### config.mk
export PLATFORM = sky130hd
export DESIGN_NAME = mem_access_seq
export DESIGN_NICKNAME = d
export VERILOG_FILES = /design/src/rtl/mem_access_seq.sv
export SDC_FILE = /design/constraint.sdc
export NUM_CORES = 1
export LEC_CHECK = 0
export CAP_MARGIN = 10
export CORE_MARGIN = 2
export CORE_UTILIZATION = 45
export DETAILED_ROUTE_END_ITERATION = 16
export GPL_TIMING_DRIVEN = 0
export MAX_ROUTING_LAYER = met4
export PLACE_DENSITY_LB_ADDON = 0.12
export SYNTH_ARGS = -nofsm -noshare
export SYNTH_HDL_FRONTEND = slang
export SYNTH_SLANG_ARGS = --single-unit
### constraint.sdc
create_clock -name Clk -period 3.4 [get_ports Clk]
set_clock_uncertainty 0.1 [all_clocks]
set_input_delay 1.02 -clock Clk [delete_from_list [all_inputs] [get_ports Clk]]
set_output_delay 1.02 -clock Clk [all_outputs]
set_load 0.01 [all_outputs]
### src/rtl/mem_access_seq.sv
// Load/store sequencer for a word-only synchronous RAM: byte stores via read-modify-write, byte loads lane-aligned.
// Optional macro MISALIGN_TRAP_EN: word accesses with a nonzero byte offset respond at once with Resp_Err=1.
module mem_access_seq #(
  parameter int ADDR_W   = 32,
  parameter int READ_LAT = 1
) (
  input  logic              Clk,
  input  logic              Rst_n,
  input  logic              Req_Valid,
  output logic              Req_Ready,
  input  logic              Req_Write,
  input  logic              Req_Byte,
  input  logic [ADDR_W-1:0] Req_Addr,
  input  logic [31:0]       Req_WData,
  output logic              Resp_Valid,
  output logic [31:0]       Resp_RData,
  output logic              Resp_Err,
  output logic              Busy,
  output logic              Mem_En,
  output logic              Mem_We,
  output logic [ADDR_W-3:0] Mem_Addr,
  output logic [31:0]       Mem_WData,
  input  logic [31:0]       Mem_RData
);

  typedef enum logic [2:0] {IDLE, RD, WAIT, WR, RESP} state_t;

  state_t      state, next_state;
  logic [2:0]  lat_cnt;
  logic        write_q;
  logic        byte_q;
  logic [1:0]  off_q;
  logic [7:0]  wbyte_q;
  logic        accept;
  logic        misalign;
  logic        last_wait;
  logic [31:0] load_data;

  function automatic logic [31:0] lane_extract(input logic [31:0] word, input logic [1:0] off);
    lane_extract = word & (32'h0000_00FF << {off, 3'b000});
  endfunction

  function automatic logic [31:0] lane_merge(input logic [31:0] word, input logic [7:0] b,
                                             input logic [1:0] off);
    lane_merge = (word & ~(32'h0000_00FF << {off, 3'b000})) | ({24'h0, b} << {off, 3'b000});
  endfunction

  assign Req_Ready = (state == IDLE);
  assign Busy      = (state != IDLE);
  assign accept    = Req_Valid && (state == IDLE);
  assign last_wait = (state == WAIT) && (lat_cnt == 3'd1);
  assign load_data = byte_q ? lane_extract(Mem_RData, off_q) : Mem_RData;

`ifdef MISALIGN_TRAP_EN
  assign misalign = !Req_Byte && (Req_Addr[1:0] != 2'b00);
`else
  assign misalign = 1'b0;
`endif

  always_comb begin
    next_state = state;
    case (state)
      IDLE: begin
        if (accept) begin
          if (misalign)                   next_state = RESP;
          else if (Req_Write && !Req_Byte) next_state = WR;
          else                            next_state = RD;
        end
      end
      RD:   next_state = WAIT;
      WAIT: if (lat_cnt == 3'd1) next_state = write_q ? WR : RESP;
      WR:   next_state = RESP;
      RESP: next_state = IDLE;
      default: next_state = IDLE;
    endcase
  end

  // Outputs are registered from next_state so each strobe lines up with its state cycle
  always_ff @(posedge Clk) begin
    if (!Rst_n) begin
      state      <= IDLE;
      lat_cnt    <= 3'd0;
      write_q    <= 1'b0;
      byte_q     <= 1'b0;
      off_q      <= 2'b00;
      wbyte_q    <= 8'h00;
      Mem_En     <= 1'b0;
      Mem_We     <= 1'b0;
      Mem_Addr   <= '0;
      Mem_WData  <= '0;
      Resp_Valid <= 1'b0;
      Resp_RData <= '0;
      Resp_Err   <= 1'b0;
    end else begin
      state      <= next_state;
      Mem_En     <= (next_state == RD) || (next_state == WR);
      Mem_We     <= (next_state == WR);
      Resp_Valid <= (next_state == RESP);
      Resp_Err   <= accept && misalign;
      Resp_RData <= (last_wait && !write_q) ? load_data : 32'h0;
      if (accept) begin
        write_q  <= Req_Write;
        byte_q   <= Req_Byte;
        off_q    <= Req_Addr[1:0];
        wbyte_q  <= Req_WData[7:0];
        Mem_Addr <= Req_Addr[ADDR_W-1:2];
      end
      if (state == RD)        lat_cnt <= 3'(READ_LAT);
      else if (state == WAIT) lat_cnt <= lat_cnt - 3'd1;
      // Word stores write the request data directly; byte stores write the merged read word
      if (next_state == WR)
        Mem_WData <= (state == WAIT) ? lane_merge(Mem_RData, wbyte_q, off_q) : Req_WData;
    end
  end

endmodule
==> results of run 1 <==
==> routing by layer <==
layer,up-vias,wire length [microns]
met5,-,0
met4,0,346
met3,35,912
met2,190,6960
met1,2012,5710
li1,2091,-
==> sequential cells by signal (all words and copies together) (netlist names) <==
signal / cells
Mem_Addr: 30
Mem_En: 1
Mem_WData: 32
Mem_We: 1
Resp_RData: 32
Resp_Valid: 1
byte_q: 1
lat_cnt: 3
off_q: 2
state: 3
wbyte_q: 8
write_q: 1
==> power by group through the flow <==
stage	clock [mW]	sequential [mW]	combinational [mW]
5_1_grt	1.91	1.48	0.674
3_5_place_dp	0	1.50	0.609
2_1_floorplan	0	1.51	0.276
4_1_cts	1.85	1.47	0.618
6_report	1.84	1.47	0.618
3_3_place_gp	0	1.50	0.597
==> area by class of cell <==
cell class,count,area (sq um),share of cell area [%]
repair buffers,199,1990,27.3
clock inverters,12,181,2.49
clock buffers,20,435,5.97
multi-input cells,331,2030,27.9
flip-flops and latches,115,2300,31.6
plain buffers,35,170,2.33
inverters,4,15.0,0.206
well taps,133,166,2.28
==> layout by cell type (no fill, tap or decap), types with 2 or more instances in the layout <==
cell type and count:
sky130_fd_sc_hd__clkinv_2 2, sky130_fd_sc_hd__clkinv_4 5, sky130_fd_sc_hd__and2_1 33, sky130_fd_sc_hd__mux2i_1 33, sky130_fd_sc_hd__ha_1 2, sky130_fd_sc_hd__a22o_1 32
sky130_fd_sc_hd__clkbuf_8 2, sky130_fd_sc_hd__clkbuf_16 16, sky130_fd_sc_hd__clkbuf_1 22, sky130_fd_sc_hd__bufinv_16 4, sky130_fd_sc_hd__buf_6 3, sky130_fd_sc_hd__nor2_1 34
sky130_fd_sc_hd__nor3b_1 3, sky130_fd_sc_hd__a21boi_0 46, sky130_fd_sc_hd__o211a_1 2, sky130_fd_sc_hd__nor2b_1 2, sky130_fd_sc_hd__inv_1 4, sky130_fd_sc_hd__dfxtp_1 115
sky130_fd_sc_hd__clkdlybuf4s50_1 199, sky130_fd_sc_hd__nand2_1 87, sky130_fd_sc_hd__buf_2 10, sky130_fd_sc_hd__a21oi_1 39, sky130_fd_sc_hd__nand2b_1 2, sky130_fd_sc_hd__o21ai_0 2
==> stage by stage <==
step	util (%)	hold WS, ns	cells
floorplan	-	0.352	485
global placement	68.3	0.348	817
detailed placement	68.3	0.358	817
CTS	74.7	0.365	849
global route	74.7	0.384	849
finish	74.7	0.361	849
==> worst max-delay path, delay by kind of cell, from the launching register on <==
kind          cells  cell delay, ns
buf+inv           3            0.82
simple gates      1            0.40
flops             1            0.33
==> cell families (layout without fill, tap and decap cells) <==
kind of cell / after synthesis / after routing / share of synthesized area [%]
buffers and inverters: 39 / 270 / 4.10
adder cells (fa/ha/maj): 2 / 2 / 0.553
AO/OA/AOI/OAI: 125 / 125 / 19.6
AND/OR/NAND/NOR: 170 / 170 / 17.4
multiplexers: 33 / 33 / 7.30
flip-flops: 115 / 115 / 50.9
other: 1 / 1 / 0.0829
==> final timing paths <==
check                           slack, ns  cells past startpoint            end
worst max-delay path                 0.23                      4      Req_Ready
worst min-delay path                 0.36                      2   Mem_Addr[19]
worst max register to register       1.22                      5  Resp_RData[7]
worst min register to register       0.36                      2   Mem_Addr[19]
==> impl_metrics.csv, run 1 <==
group,metric,value,unit
run_status,status,"finished, final reports clean",
global_route,grt_remaining_overflow,0,
yosys,synth-seq-area-share,50.9,%
timing,worst_slew_pin_slew,0.661,ns
global_route,grt_max_degree,17,
critical_path,worst_path_largest_cell_delay,0.54,ns
timing,slew-limit-headroom,55.9,%
yosys,ys_dominant_reg_cell,"sky130_fd_sc_hd__dfxtp_1",
pwr,power_switching,968,uW
layout,finish.instance_area,7300,sq um
global_route,global_route.usage.met2,46.1,%
critical_path,critPathSlowestCell,"sky130_fd_sc_hd__clkdlybuf4s50_1",
clock_network,cts_made_buffers,17,
placed_design,gp_congestion,0.871,
pwr,report.power.total,3.93,mW
clock_network,maximum_buffer_depth_of_the_clock_tree,2,
global_route,grt_pass1_vias,4485,
routing,via_per_inst,5.10,
critical_path,timing.setup.critical_path_class,"flop to output port",
routing,drc,0,
placed_design,place.detailed.hpwl,10100,microns
yosys,cell_types_occupying_the_most_area_after_synthesis,"sky130_fd_sc_hd__dfxtp_1, sky130_fd_sc_hd__a21boi_0, sky130_fd_sc_hd__mux2i_1",
yosys,syn-cell-area,4520,sq um
layout,layout.nets,806,
global_route,groute.usage.overall,26.7,%
layout,syn2layout_area_growth,61.4,%
critical_path,cp_cell_sequence,"buf_2 > or3_1 > inv_1 > clkdlybuf4s50_1",
timing,setup_viol,0,
die,floorplan.die_area,10900,sq um
yosys,yosys_warnings,0,
yosys,syn_inst,485,
min_path,min-delay-path-class,"flop to flop",
pwr,seq_power_share,37.5,%
yosys,synth.most_common_cell,"sky130_fd_sc_hd__dfxtp_1",
global_route,grt_use_met1,30.2,%
critical_path,cp-start-kind,"flop",
routing,num_vias,4328,
critical_path,worstPathArrival,2.05,ns
routing,drtPass1Iterations,4,
clock_network,post_cts.resized_instances,0,
routing,wl_per_cell,16.4,microns
clock_network,cts_sinks,115,
timing,final-max-slew-violation-count,0,
die,floorplan.die.width,104,microns
layout,insertedDiodeCount,0,
critical_path,timing.critical_path.required,2.28,ns
clock_network,clkTransAtPathRegs,0.06,ns
yosys,yosysUniqueCellTypes,34,
clock_network,clkLatencyLatePin,0.50,ns
die,floorplan.die.height,104,microns
global_route,grt_pass1_wl,22400,microns
clock_network,maximum_level_of_the_cts_h_tree,4,
clock_network,post_cts_hold_buffer_count,0,
pwr,p_comb_share,15.7,%
die,design.portCount,201,
yosys,synth_seq_cells,115,
yosys,synth_edf_count,0,
critical_path,worst_r2r_start,"lat_cnt[0]",
critical_path,critical_path.startpoint,"state[1]",
timing,fmaxAchievable,316,MHz
timing,finalCritPeriodShare,93.2,%
placed_design,io_buffers,199,
clock_network,cts_setup_buffers,0,
yosys,synth.largest_area_cell,"sky130_fd_sc_hd__dfxtp_1",
placed_design,detailed_place.area,6680,sq um
global_route,most_congested_layer_reported_by_global_routing,"met2",
yosys,synth_top_cells_by_count,"sky130_fd_sc_hd__dfxtp_1, sky130_fd_sc_hd__nand2_1, sky130_fd_sc_hd__a21boi_0",
pwr,switching_share,24.7,%
routing,iteration_0_drc_markers,169,
pwr,irDropWorstVdd,0.356,mV
pwr,p_per_area,538,nW/um^2
timing,setup_total_negative_slack,0,ns
critical_path,critPathMaxFanout,10,
global_route,grt.met3_usage,6.39,%
die,initial_core_util,46.3,%
pwr,power.leakage,3.01,nW
die,core,9770,sq um
clock_network,root_driver,"sky130_fd_sc_hd__clkbuf_8",
yosys,post_synth.cell_area_avg,9.32,sq um
timing,fin_ws,0.231,ns
yosys,yosys.area.top_type_share,50.9,%
pwr,clkPwrFrac,46.8,%
timing,setup_repair_after_global_routing_missed_its_margin,"false",
clock_network,cts_tree,"yes",
pwr,intPower,2.96,mW
critical_path,sort_of_element_at_the_end_of_the_critical_path,"output port",
timing,hold_viol_final,0,
global_route,number_of_antenna_violations_at_the_first_check_in_global_routing,0,
flow_run,maxCapViolCount,0,
layout,fillerInstances,726,
routing,postRouteWirelength,13900,microns
placed_design,dpl_worst_slack,0.220,ns
layout,layout_cells_sized_above_1,6.70,%
yosys,fraction_of_registers_with_async_set_or_reset_after_synthesis,0,%
timing,timing.final.crit_period,3.17,ns
yosys,net_count_after_synthesis,588,
routing,ant_nets,0,
die,core.rowCount,36,
min_path,hold_path.startpoint,"Mem_Addr[19]",
Note: power is estimated with default switching activity, not from simulation.
==> run 2: changes to the inputs <==
Settings changed: ABC_AREA set to 1.
==> run 2 against run 1 <==
Net effect: first-iteration DRC count rose by 100%; cell area increased by 5.7%; sequential cell count is the same; core utilization fell by 3.5 points; worst hold slack got worse by 0.013 ns; critical path type unchanged.
==> impl_metrics.csv, run 2 <==
group,metric,value,unit
yosys,fraction_of_synthesized_cell_area_in_xor_and_xnor_cells,0.175,%
yosys,synth.most_common_cell,"sky130_fd_sc_hd__nand2_1",
die,core.rowCount,38,
clock_network,root_driver,"sky130_fd_sc_hd__clkbuf_8",
yosys,yosys.area_share.adder,0.501,%
critical_path,cp_cell_sequence,"nor2_4 > nand2_2 > inv_2 > clkdlybuf4s50_1",
yosys,synth_edf_count,0,
yosys,post_synth.cell_area_avg,7.31,sq um
global_route,grt_max_degree,17,
routing,via_per_inst,5.08,
layout,fillerInstances,914,
timing,slew-limit-headroom,58.4,%
die,design.portCount,201,
global_route,number_of_antenna_violations_at_the_first_check_in_global_routing,0,
pwr,p_per_area,539,nW/um^2
yosys,synth_top_cells_by_count,"sky130_fd_sc_hd__nand2_1, sky130_fd_sc_hd__dfxtp_1, sky130_fd_sc_hd__a21oi_1",
timing,finalCritPeriodShare,87.3,%
timing,timing.final.crit_period,2.97,ns
flow_run,maxCapViolCount,0,
placed_design,place.detailed.hpwl,12400,microns
min_path,min-delay-path-class,"flop to flop",
yosys,synth-seq-area-share,46.1,%
placed_design,post-place-cells,1021,
placed_design,gp_congestion,0.993,
global_route,groute.usage.overall,28.6,%
clock_network,cts_tree,"yes",
routing,iteration_0_drc_markers,341,
die,core,10800,sq um
critical_path,sort_of_element_at_the_end_of_the_critical_path,"output port",
yosys,synth_simple_gate_area_share,30.4,%
global_route,grt_pass1_vias,5379,
timing,setup_viol,0,
critical_path,worst_path_largest_cell_delay,0.53,ns
yosys,syn-cell-area,4990,sq um
layout,finish.instance_area,7710,sq um
layout,layout.nets,1003,
clock_network,clkTransAtPathRegs,0.05,ns
placed_design,detailed_place.area,7150,sq um
timing,hold_viol_final,0,
pwr,power.leakage,3.17,nW
clock_network,post_cts_hold_buffer_count,0,
timing,final-max-slew-violation-count,0,
layout,top_regs,"Mem_WData (32), Resp_RData (32), Mem_Addr (30)",
die,floorplan.die.width,109,microns
timing,setup_repair_after_global_routing_missed_its_margin,"false",
routing,ant_nets,0,
clock_network,cts_sinks,115,
critical_path,timing.setup.critical_path_class,"flop to output port",
global_route,grt_remaining_overflow,0,
yosys,synth_seq_cells,115,
yosys,ys_dominant_reg_cell,"sky130_fd_sc_hd__dfxtp_1",
critical_path,cp-start-kind,"flop",
placed_design,dpl_worst_slack,0.623,ns
clock_network,cts_made_buffers,17,
die,initial_core_util,46.1,%
critical_path,worstRegToRegCells,11,
critical_path,critPathMaxFanout,10,
clock_network,clkLatencyLatePin,0.52,ns
yosys,syn_inst,683,
routing,num_vias,5351,
layout,syn2layout_area_growth,54.4,%
critical_path,r2r_slack,1.44,ns
critical_path,timing.critical_path.required,2.28,ns
timing,fmaxAchievable,337,MHz
yosys,net_count_after_synthesis,786,
layout,layout_cells_sized_above_1,7.23,%
clock_network,maximum_buffer_depth_of_the_clock_tree,2,
yosys,area_fraction_in_compound_gates_after_synthesis,14.9,%
timing,setup_total_negative_slack,0,ns
yosys,cell_types_occupying_the_most_area_after_synthesis,"sky130_fd_sc_hd__dfxtp_1, sky130_fd_sc_hd__nand2_1, sky130_fd_sc_hd__a21oi_1",
yosys,synth.largest_area_cell,"sky130_fd_sc_hd__dfxtp_1",
clock_network,post_cts.resized_instances,0,
clock_network,cts_setup_buffers,0,
layout,finish.cell_count_without_fillers,1053,
routing,postRouteWirelength,16300,microns
yosys,yosys_warnings,0,
clock_network,maximum_level_of_the_cts_h_tree,4,
yosys,synth_top_family_by_area,"simple AND/OR/NAND/NOR gates",
global_route,grt_pass1_wl,25400,microns
yosys,yosysUniqueCellTypes,23,
yosys,yosys.area.top_type_share,46.1,%
pwr,irDropWorstVdd,0.339,mV
critical_path,critPathSlowestCell,"sky130_fd_sc_hd__clkdlybuf4s50_1",
run_status,status,"finished, final reports clean",
min_path,timing.hold.worst_path_depth,1,
routing,drc,0,
placed_design,io_buffers,198,
yosys,fraction_of_registers_with_async_set_or_reset_after_synthesis,0,%
layout,insertedDiodeCount,0,
layout,mostFrequentLayoutCell,"sky130_fd_sc_hd__clkdlybuf4s50_1",
routing,drtPass1Iterations,5,
critical_path,worstPathArrival,1.85,ns
die,floorplan.die.height,109,microns
timing,fin_ws,0.432,ns
layout,most-common-layout-cells,"sky130_fd_sc_hd__clkdlybuf4s50_1, sky130_fd_sc_hd__nand2_1, sky130_fd_sc_hd__dfxtp_1",
routing,wl_per_cell,15.5,microns
timing,worst_slew_pin_slew,0.623,ns
yosys,synth.mux.area_fraction,0,%
die,floorplan.die_area,12000,sq um
run 2: changes by cell type in the layout (fill, tap and decap cells not counted), moves of 11 or more:
cell                       delta
sky130_fd_sc_hd__a21boi_0    -30
sky130_fd_sc_hd__a21oi_1     +68
sky130_fd_sc_hd__a22o_1      -32
sky130_fd_sc_hd__and2_1      -33
sky130_fd_sc_hd__inv_1       +26
sky130_fd_sc_hd__mux2i_1     -33
sky130_fd_sc_hd__nand2_1    +105
sky130_fd_sc_hd__nand3_1     +66
sky130_fd_sc_hd__nor3b_1     +29
sky130_fd_sc_hd__o21ai_0     +11
run 2: kinds of logic (layout without fill, tap and decap cells):
kind of cell | Yosys count | count (layout)
xor gates and xnor gates | 1 | 1
and+or+nand+nor | 342 | 342
adders and majority gates | 2 | 2
DFF | 115 | 115
other | 1 | 1
buffers and inverters | 83 | 313
AOI/OAI and AO/OA | 139 | 139
run 2: metal layers:
metal	part of all wire, %	up-vias	GRT usage (%)
met3	6.5	29	6.76
met4	2.0	0	9.95
met2	51	201	49.4
li1	-	2681	-
met1	41	2440	32.4
met5	0	-	-
run 2: final cells by class:
type                    instances  area (sq um)  area share, %
clock inverters                10           108           1.40
repair buffers                198          1980           25.7
inverters                      32           120           1.56
flip-flops and latches        115          2300           29.9
plain buffers                  51           275           3.57
multi-input cells             485          2290           29.8
clock buffers                  22           453           5.87
well taps                     140           175           2.27
run 2: final timing paths:
path         startpoint       endpoint
max            state[0]      Req_Ready
min          lat_cnt[2]     lat_cnt[2]
max reg2reg  lat_cnt[1]  Mem_WData[23]
min reg2reg  lat_cnt[2]     lat_cnt[2]
run 2: metrics by stage:
step | power [mW] | utilization [%] | hold WS, ns
floorplan | 2.05 | - | 0.322
global placement | 2.46 | 66.0 | 0.343
detailed placement | 2.48 | 66.0 | 0.339
CTS | 4.16 | 71.1 | 0.345
global route | 4.34 | 71.1 | 0.372
finish | 4.15 | 71.1 | 0.347
run 2: critical path, delay by kind of cell (launching register included):
| family | cells | cell delay, ns |
|---|---|---|
| buf+inv | 2 | 0.61 |
| flops | 1 | 0.37 |
| simple gates | 2 | 0.35 |
run 2: where the power goes:
group	leakage (nW)	switching [mW]	internal [mW]
clock network	0.271	0.615	1.07
registers	0.938	0.0705	1.45
logic	1.96	0.508	0.437
total	3.17	1.19	2.96
==> run 3: changes to the inputs <==
Settings changed: CORE_UTILIZATION 45 to 35, MAX_ROUTING_LAYER met4 to unset, PLACE_DENSITY set to 0.67, PLACE_DENSITY_LB_ADDON 0.12 to unset.
==> run 3 against run 2 <==
Net effect: wire length up 0.13%; total power down 3.2%; sequential share of layout area about the same; worst setup slack better by 0.059 ns; sequential power about the same; core utilization down 16 points; first-iteration DRC count up 7.3%; worst hold slack better by 0.014 ns; critical path type unchanged.
==> impl_metrics.csv, run 3 (synthesized netlist as in run 2, its figures left out) <==
group,metric,value,unit
run_status,status,"finished, final reports clean",
critical_path,timing.setup.critical_path_class,"flop to output port",
timing,hold_viol_final,0,
pwr,clkPwrFrac,39.0,%
timing,timing.hold.ws,0.361,ns
routing,ant_nets,0,
critical_path,worstPathArrival,1.79,ns
clock_network,root_driver,"sky130_fd_sc_hd__clkbuf_16",
die,core,13900,sq um
routing,drc,0,
clock_network,clkLatencyLatePin,0.41,ns
flow_run,maxCapViolCount,0,
clock_network,post_cts.resized_instances,0,
timing,timing.final.crit_period,2.91,ns
routing,drtPass1Iterations,4,
die,core.rowCount,43,
timing,slew-limit-headroom,56.2,%
clock_network,post_cts_hold_buffer_count,0,
pwr,intPower,2.86,mW
clock_network,cts_sinks,115,
layout,insertedDiodeCount,0,
routing,via_per_inst,4.79,
placed_design,place.detailed.hpwl,12500,microns
pwr,switching_share,28.8,%
layout,most-common-layout-cells,"sky130_fd_sc_hd__clkdlybuf4s50_1, sky130_fd_sc_hd__nand2_1, sky130_fd_sc_hd__dfxtp_1",
routing,num_vias,5236,
layout,top_regs,"Mem_WData (32), Resp_RData (32), Mem_Addr (30)",
critical_path,r2r_slack,1.50,ns
pwr,power.leakage,3.16,nW
global_route,groute.usage.overall,21.8,%
timing,finalCritPeriodShare,85.6,%
timing,worst_slew_pin_slew,0.658,ns
layout,layout_cells_sized_above_1,6.91,%
global_route,grt_pass1_vias,4971,
layout,finish.instance_area,7710,sq um
global_route,grt_max_degree,17,
layout,layout.nets,1003,
clock_network,maximum_buffer_depth_of_the_clock_tree,2,
pwr,power_switching,1.16,mW
clock_network,cts_setup_buffers,0,
clock_network,clkTransAtPathRegs,0.05,ns
placed_design,gp_congestion,0.883,
routing,wl_per_cell,14.9,microns
placed_design,dpl_worst_slack,0.656,ns
placed_design,detailed_place.area,7200,sq um
critical_path,sort_of_element_at_the_end_of_the_critical_path,"output port",
clock_network,cts_tree,"yes",
layout,syn2layout_area_growth,54.5,%
timing,setup_repair_after_global_routing_missed_its_margin,"false",
layout,fillerInstances,1389,
routing,iteration_0_drc_markers,366,
timing,fmaxAchievable,344,MHz
critical_path,critPathMaxFanout,10,
die,design.portCount,201,
global_route,number_of_antenna_violations_at_the_first_check_in_global_routing,0,
layout,mostFrequentLayoutCell,"sky130_fd_sc_hd__clkdlybuf4s50_1",
timing,setup_viol,0,
global_route,grt_remaining_overflow,0,
pwr,p_comb_share,23.2,%
pwr,seq_power_share,37.9,%
die,initial_core_util,36.0,%
pwr,report.power.total,4.02,mW
min_path,min-delay-path-class,"flop to flop",
pwr,irDropWorstVdd,0.268,mV
pwr,p_per_area,521,nW/um^2
critical_path,cp-start-kind,"flop",
routing,postRouteWirelength,16300,microns
clock_network,cts_made_buffers,17,
timing,final-max-slew-violation-count,0,
critical_path,timing.critical_path.required,2.28,ns
clock_network,maximum_level_of_the_cts_h_tree,4,
global_route,grt_pass1_wl,24900,microns
die,floorplan.die.width,123,microns
die,floorplan.die.height,123,microns
timing,setup_total_negative_slack,0,ns
timing,fin_ws,0.491,ns
placed_design,io_buffers,198,
die,floorplan.die_area,15200,sq um
## run 3: cell types whose count changed in the layout (fill, tap and decap cells not counted)
cell and change:
sky130_fd_sc_hd__clkinvlp_4 -3, sky130_fd_sc_hd__bufinv_16 -2, sky130_fd_sc_hd__clkbuf_1 +2, sky130_fd_sc_hd__clkbuf_16 +1
sky130_fd_sc_hd__clkinv_2 +1
## run 3: layout make-up
| class | count | area (sq um) | share of cell area, % |
|---|---|---|---|
| Tap cell | 180 | 225 | 2.92 |
| Timing Repair Buffer | 198 | 1980 | 25.7 |
| Clock inverter | 6 | 30.0 | 0.389 |
| Clock buffer | 25 | 485 | 6.29 |
| Multi-Input combinational cell | 485 | 2290 | 29.7 |
| Buffer | 51 | 275 | 3.57 |
| Sequential cell | 115 | 2300 | 29.8 |
| Inverter | 32 | 120 | 1.56 |
## run 3: final timing paths
check               startpoint            end  cells past startpoint
setup / recovery      state[0]      Req_Ready                      4
setup reg to reg    lat_cnt[0]  Mem_WData[14]                     10
hold reg to reg   Mem_Addr[28]   Mem_Addr[28]                      2
hold / removal    Mem_Addr[28]   Mem_Addr[28]                      2
## run 3: metrics by stage
step | utilization [%] | instances
detailed placement | 51.9 | 1061
floorplan | - | 683
global placement | 51.9 | 1061
global route | 55.6 | 1092
finish | 55.6 | 1092
CTS | 55.6 | 1092
## run 3: power by group through the flow
stage	Combinational (mW)	Sequential (mW)	Clock (mW)
CTS	0.940	1.52	1.60
detailed placement	0.934	1.55	0
global route	1.03	1.53	1.67
finish	0.931	1.52	1.57
global placement	0.930	1.55	0
floorplan	0.477	1.57	0
## run 3: metal layers
metal | part of all wire [%] | up-vias | global-route usage, %
li1 | - | 2674 | -
met1 | 42 | 2351 | 26.0
met2 | 47 | 189 | 35.3
met3 | 9.6 | 22 | 9.04
met4 | 1.6 | 0 | 7.67
met5 | 0 | - | 0
## run 3: critical path: stages, from the launching register on
cell and delay [ns]:
sky130_fd_sc_hd__dfxtp_1 0.37, sky130_fd_sc_hd__nor2_4 0.25, sky130_fd_sc_hd__nand2_2 0.12, sky130_fd_sc_hd__inv_2 0.08, sky130_fd_sc_hd__clkdlybuf4s50_1 0.55
